### config.mk
export PLATFORM = sky130hd
export DESIGN_NAME = exp_sub_align
export DESIGN_NICKNAME = d
export VERILOG_FILES = /design/src/rtl/fpu_exp_pkg.sv /design/src/rtl/exp_prefix_sub.sv /design/src/rtl/exp_sub_align.sv
export SDC_FILE = /design/constraint.sdc
export NUM_CORES = 1
export LEC_CHECK = 0
export CELL_PAD_IN_SITES_DETAIL_PLACEMENT = 0
export CELL_PAD_IN_SITES_GLOBAL_PLACEMENT = 1
export CORE_ASPECT_RATIO = 0.75
export CORE_UTILIZATION = 44
export CTS_CLUSTER_DIAMETER = 80
export DETAILED_ROUTE_END_ITERATION = 16
export GPL_TIMING_DRIVEN = 0
export HOLD_SLACK_MARGIN = 0.05
export PLACE_DENSITY_LB_ADDON = 0.1
export SETUP_SLACK_MARGIN = 0.1
export SYNTH_ARGS = -nofsm -noshare
export SYNTH_HDL_FRONTEND = slang
export SYNTH_SLANG_ARGS = --single-unit
### constraint.sdc
create_clock -name clk -period 4.3 [get_ports clk]
set_clock_uncertainty 0.2 [all_clocks]
set_input_delay 0.43 -clock clk [delete_from_list [all_inputs] [get_ports clk]]
set_output_delay 0.43 -clock clk [all_outputs]
set_load 0.005 [all_outputs]
### src/rtl/fpu_exp_pkg.sv
// Shared FPU exponent-path definitions.
//   EXP_W       exponent width (biased, unsigned)
//   EXP_SHW     alignment shift-count width
//   exp_align_t result bundle held in the align unit's output register
package fpu_exp_pkg;

  localparam int EXP_W   = 14;
  localparam int EXP_SHW = 6;

  typedef struct packed {
    logic [EXP_W-1:0]   emax;
    logic [EXP_W-1:0]   diff;
    logic [EXP_SHW-1:0] shamt;
    logic               swap;
    logic               eq;
  } exp_align_t;

endpackage

### src/rtl/exp_prefix_sub.sv
// Combinational Sklansky-prefix subtractor: d = a - b = a + ~b + 1.
// Ports:
//   a, b  in  WIDTH  unsigned operands
//   d     out WIDTH  difference modulo 2^WIDTH
//   cout  out 1      carry-out; 1 means a >= b
module exp_prefix_sub #(
  parameter int WIDTH = 14
) (
  input  logic [WIDTH-1:0] a,
  input  logic [WIDTH-1:0] b,
  output logic [WIDTH-1:0] d,
  output logic             cout
);

  localparam int LV = $clog2(WIDTH);

  logic [WIDTH-1:0] gen;
  logic [WIDTH-1:0] prp;
  logic [WIDTH-1:0] gpre;

  assign gen = a & ~b;
  assign prp = a ^ ~b;

  // Forced carry-in of 1 is folded into bit 0's generate, so every prefix
  // group that reaches bit 0 is a complete carry into the next position.
  always_comb begin : prefix_tree
    logic [WIDTH-1:0] g;
    logic [WIDTH-1:0] p;
    int               j;
    g    = gen;
    p    = prp;
    g[0] = gen[0] | prp[0];
    j    = 0;
    // Each level merges the upper half of every 2^(l+1) block with the top
    // bit of its lower half. Only upper-half bits change, so the in-place
    // update never reads a value already modified at this level.
    for (int l = 0; l < LV; l++) begin
      for (int i = 0; i < WIDTH; i++) begin
        if (((i >> l) & 1) == 1) begin
          j    = ((i >> l) << l) - 1;
          g[i] = g[i] | (p[i] & g[j]);   // grey/black cell generate
          p[i] = p[i] & p[j];            // black cell propagate
        end
      end
    end
    gpre = g;
  end

  // Carry into bit i is the group generate of bits [i-1:0]; bit 0 gets cin=1.
  assign d    = prp ^ {gpre[WIDTH-2:0], 1'b1};
  assign cout = gpre[WIDTH-1];

endmodule

### src/rtl/exp_sub_align.sv
// Two-stage exponent subtract/align unit for the FP adder front end.
// S1 subtracts eb from ea through the prefix subtractor; S2 picks the larger
// exponent, forms |ea-eb|, and derives swap/eq and the shifter count.
// Build option: define EXP_SUB_ALIGN_SAT_EN to saturate shamt at 2^SHW-1
// instead of truncating diff to SHW bits.
// Ports:
//   clk, reset_n        clock, async active-low reset
//   in_valid/in_ready   operand handshake (in_ready is combinational)
//   ea, eb              biased exponents
//   out_valid/out_ready result handshake, full backpressure
//   emax, diff, shamt   max exponent, |ea-eb|, alignment shift count
//   swap, eq            eb > ea, ea == eb
module exp_sub_align
  import fpu_exp_pkg::*;
#(
  parameter int WIDTH = EXP_W,
  parameter int SHW   = EXP_SHW
) (
  input  logic             clk,
  input  logic             reset_n,
  input  logic             in_valid,
  output logic             in_ready,
  input  logic [WIDTH-1:0] ea,
  input  logic [WIDTH-1:0] eb,
  output logic             out_valid,
  input  logic             out_ready,
  output logic [WIDTH-1:0] emax,
  output logic [WIDTH-1:0] diff,
  output logic [SHW-1:0]   shamt,
  output logic             swap,
  output logic             eq
);

  function automatic logic [SHW-1:0] align_shamt(input logic [WIDTH-1:0] dv);
`ifdef EXP_SUB_ALIGN_SAT_EN
    if (dv > WIDTH'((1 << SHW) - 1)) return {SHW{1'b1}};
    else                             return dv[SHW-1:0];
`else
    return dv[SHW-1:0];
`endif
  endfunction

  logic             vld_p1, vld_p2;
  logic             adv_p1, adv_p2;
  logic [WIDTH-1:0] d_p0;
  logic             cout_p0;
  logic [WIDTH-1:0] d_p1, ea_p1, eb_p1;
  logic             borrow_p1;
  exp_align_t       res_p1, res_p2;

  assign adv_p2   = !vld_p2 || out_ready;
  assign adv_p1   = !vld_p1 || adv_p2;
  assign in_ready = reset_n && adv_p1;

  // ---- S1: subtract ----
  exp_prefix_sub #(.WIDTH(WIDTH)) u_sub (
    .a    (ea),
    .b    (eb),
    .d    (d_p0),
    .cout (cout_p0)
  );

  always_ff @(posedge clk or negedge reset_n) begin
    if (!reset_n)    vld_p1 <= 1'b0;
    else if (adv_p1) vld_p1 <= in_valid;
  end

  always_ff @(posedge clk) begin
    if (adv_p1 && in_valid) begin
      d_p1      <= d_p0;
      borrow_p1 <= ~cout_p0;
      ea_p1     <= ea;
      eb_p1     <= eb;
    end
  end

  // ---- S2: select, negate, register results ----
  always_comb begin
    res_p1       = '0;
    res_p1.swap  = borrow_p1;
    res_p1.emax  = borrow_p1 ? eb_p1 : ea_p1;
    res_p1.diff  = borrow_p1 ? (~d_p1 + {{(WIDTH-1){1'b0}}, 1'b1}) : d_p1;
    res_p1.eq    = (d_p1 == '0);
    res_p1.shamt = align_shamt(res_p1.diff);
  end

  // Output data is reset too so nothing stale is visible after a reset.
  always_ff @(posedge clk or negedge reset_n) begin
    if (!reset_n) begin
      vld_p2 <= 1'b0;
      res_p2 <= '0;
    end else if (adv_p2) begin
      vld_p2 <= vld_p1;
      if (vld_p1) res_p2 <= res_p1;
    end
  end

  assign out_valid = vld_p2;
  assign emax      = res_p2.emax;
  assign diff      = res_p2.diff;
  assign shamt     = res_p2.shamt;
  assign swap      = res_p2.swap;
  assign eq        = res_p2.eq;

endmodule
==> results.tsv <==
stage	metric	value	unit
floorplanning	die_x	105	um
grt	first_global_vias	2296	
clock_network	path_clk_slew	0.08	ns
clock_network	clkLatencyLatePin	0.35	ns
sta	rsz0062_at_grt	false	
worst_setup_path	crit_type	input port to flop	
drt	viasPerCell	4.94	
placement	dp_hpwl	5080	um
hold_path	hp-start	emax[12]	
drt	wl	7000	um
floorplanning	fp.coreArea	7530	um2
power_and_ir_drop	ir_worst_vdd	0.000209	V
clock_network	ctsResizeCount	0	
synthesis	synth-compound-area-share	9.64	%
drt	drc_errors	0	
clock_network	cts_max_path_buffers	2	
hold_path	worstHoldEndpoint	emax[12]	
sta	period_share	73.2	%
grt	grt_pass1_wl	11400	um
sta	worst_pin_slew	0.800	ns
synthesis	synth_top_area_share	36.7	%
grt	gr-total-overflow	0	
layout	finish.utilization	60.7	%
drt	wl_per_cell	14.4	um
synthesis	yosys_warnings	0	
synthesis	synth_top_cell_by_area	edfxtp_1	
hold_path	min_path_cells	2	
placement	dp_cells	468	
layout	drive_gt1_share	7.81	%
placement	io_buffers	69	
synthesis	synth.distinct_cells	42	
worst_setup_path	reg2reg_slack	2.14	ns
synthesis	ys_dominant_reg_cell	edfxtp_1	
synthesis	ys_ff_latch	75	
sta	setup_tns	0	ns
sta	setup_viol	0	
synthesis	seq_area_frac_synth	59.5	%
synthesis	synth_simple_gate_area_share	9.64	%
run	drv_cap	0	
worst_setup_path	timing.rr.start	d_p1[5]	
clock_network	h-tree-depth	3	
status	outcome	completed	
hold_path	hold_path.class	flop to flop	
drt	drt_iter0_drc	63	
synthesis	synthMuxAreaShare	4.59	%
floorplanning	num_io_pins	70	
drt	ant_nets	0	
synthesis	synth_commonest_cells	edfxtp_1 (43), nand2_1 (39), dfrtp_1 (32), o21ai_0 (31), inv_1 (27)	
layout	diodes	0	
sta	relSlewSlack	46.7	%
synthesis	synth.most_common_cell	edfxtp_1	
synthesis	syn_inst	297	
layout	fin_cells	485	
grt	grt_usage	18.5	%
floorplanning	num_rows	27	
clock_network	cts_buffers	9	
worst_setup_path	startpoint	ea[0]	
power_and_ir_drop	leakagePower	0.00191	uW
worst_setup_path	worst_setup_path_end_kind	flop	
power_and_ir_drop	powerDensity	421	nW/um2
synthesis	synth_top_family_by_area	compound AO/OA/AOI/OAI gates	
placement	post_dp_cell_area	4350	um2
sta	final_max_slew_viol_count	0	
synthesis	yosys.area_share.xor_xnor	4.23	%
worst_setup_path	r2r-end	diff[13]	
synthesis	synth_nets	347	
placement	finalWeightedCongestion	0.718	
worst_setup_path	cp.arrival	3.04	ns
worst_setup_path	cp_max_fo	4	
synthesis	synth_fa_ha_area_share	7.26	%
layout	area_delta_synth_final	30.1	%
grt	grt_max_degree	42	
worst_setup_path	cp.required	4.19	ns
floorplanning	die_h	79.4	um
clock_network	cts_tree	built	
drt	drtPass1Iterations	4	
floorplanning	die_area	8360	um2
synthesis	synthTopCellsByArea	edfxtp_1 (37%), dfrtp_1 (23%), ha_1 (5.0%)	
synthesis	synth_edf_count	43	
worst_setup_path	ff2ff_path_depth	5	
synthesis	synth_area	3520	um2
worst_setup_path	cp-start-kind	input port	
clock_network	clock-sinks	75	
synthesis	synthArstFlopShare	42.7	%
sta	hold_viol	0	
sta	period_minus_slack	3.15	ns
floorplanning	start_util	46.7	%
layout	nNetsFinal	429	
synthesis	avgSynthCellArea	11.8	um2
clock_network	root_buffer	clkbuf_8	
sta	fmax	0.318	GHz
layout	postLayoutCellArea	4570	um2
grt	antenna_found_initial	0	
drt	num_vias	2397	
cells by family (layout without fill, tap and decap cells):
kind of cell    Yosys count  in the layout
buf+inv                  42            129
simple gates             72             72
fa+ha+maj                18             18
xor+xnor                 17             17
mux                      16             16
flops                    75             75
compound gates           57             57
how the worst max path moves through the flow:
stage | endpoint | slack [ns] | depth (start not counted)
final | d_p1[9] | 1.15 | 11
after global routing | d_p1[8] | 1.07 | 11
after CTS | d_p1[9] | 1.17 | 11
after detailed placement | d_p1[9] | 0.80 | 11
after global placement | in_ready | 0.82 | 3
after floorplan | d_p1[9] | 1.55 | 10
worst max-delay path, stage by stage:
cell and delay [ns]:
clkdlybuf4s50_1 0.48, inv_1 0.05, ha_1 0.20, fa_1 0.40, nand2b_1 0.18, a21o_1 0.21
a21boi_0 0.33, o21a_1 0.18, nor2_1 0.06, fa_1 0.37, xnor2_1 0.14
repair_timing:
| item | 4_1_cts | 5_1_grt |
|---|---|---|
| buffers inserted | 0 | 0 |
| setup endpoints to repair | 0 | 0 |
| hold buffers | 1 | 0 |
| hold endpoints to repair | 32 | 0 |
registers in the layout (all words and copies together) (netlist names):
signal and flops:
out_valid 1, diff 14, borrow_p1 1, eb_p1 14, d_p1 14, eq 1, emax 14, swap 1
ea_p1 14, vld_p1 1
area by class of cell:
class | instances | area (um2)
multi-input cells | 180 | 1240
flip-flops and latches | 75 | 2090
repair buffers | 71 | 716
plain buffers | 15 | 80.1
clock inverters | 4 | 47.5
fillers | 624 | 2960
clock buffers | 12 | 166
well taps | 101 | 126
inverters | 27 | 101
report_power, final:
group | internal [uW] | switching, uW
registers | 869 | 57.0
logic | 249 | 183
clock network | 317 | 252
total | 1440 | 492
through the flow:
step / worst slack [ns] / total power [uW] / hold WS [ns]
after floorplan: 1.55 / 1130 / -0.0656
after global placement: 0.820 / 1360 / 0.260
after detailed placement: 0.800 / 1380 / 0.269
after CTS: 1.17 / 1950 / 0.281
after global routing: 1.07 / 2030 / 0.299
final: 1.15 / 1930 / 0.278
layer usage:
metal / track usage (%) / part of all wire, % / up-vias
met5: 0 / 0 / -
met4: 7.46 / 1.5 / 0
met3: 4.73 / 4.7 / 7
met2: 27.5 / 43 / 56
met1: 26.1 / 51 / 1138
li1: - / - / 1196
cells in the final DEF (no fill, tap or decap), types with 11 or more instances in the layout:
cell	instances
clkdlybuf4s50_1	68
dfrtp_1	32
edfxtp_1	43
ha_1	14
inv_1	27
mux2i_1	15
nand2_1	39
o21ai_0	31
xor2_1	11
Power figures use the tool's default switching activity.
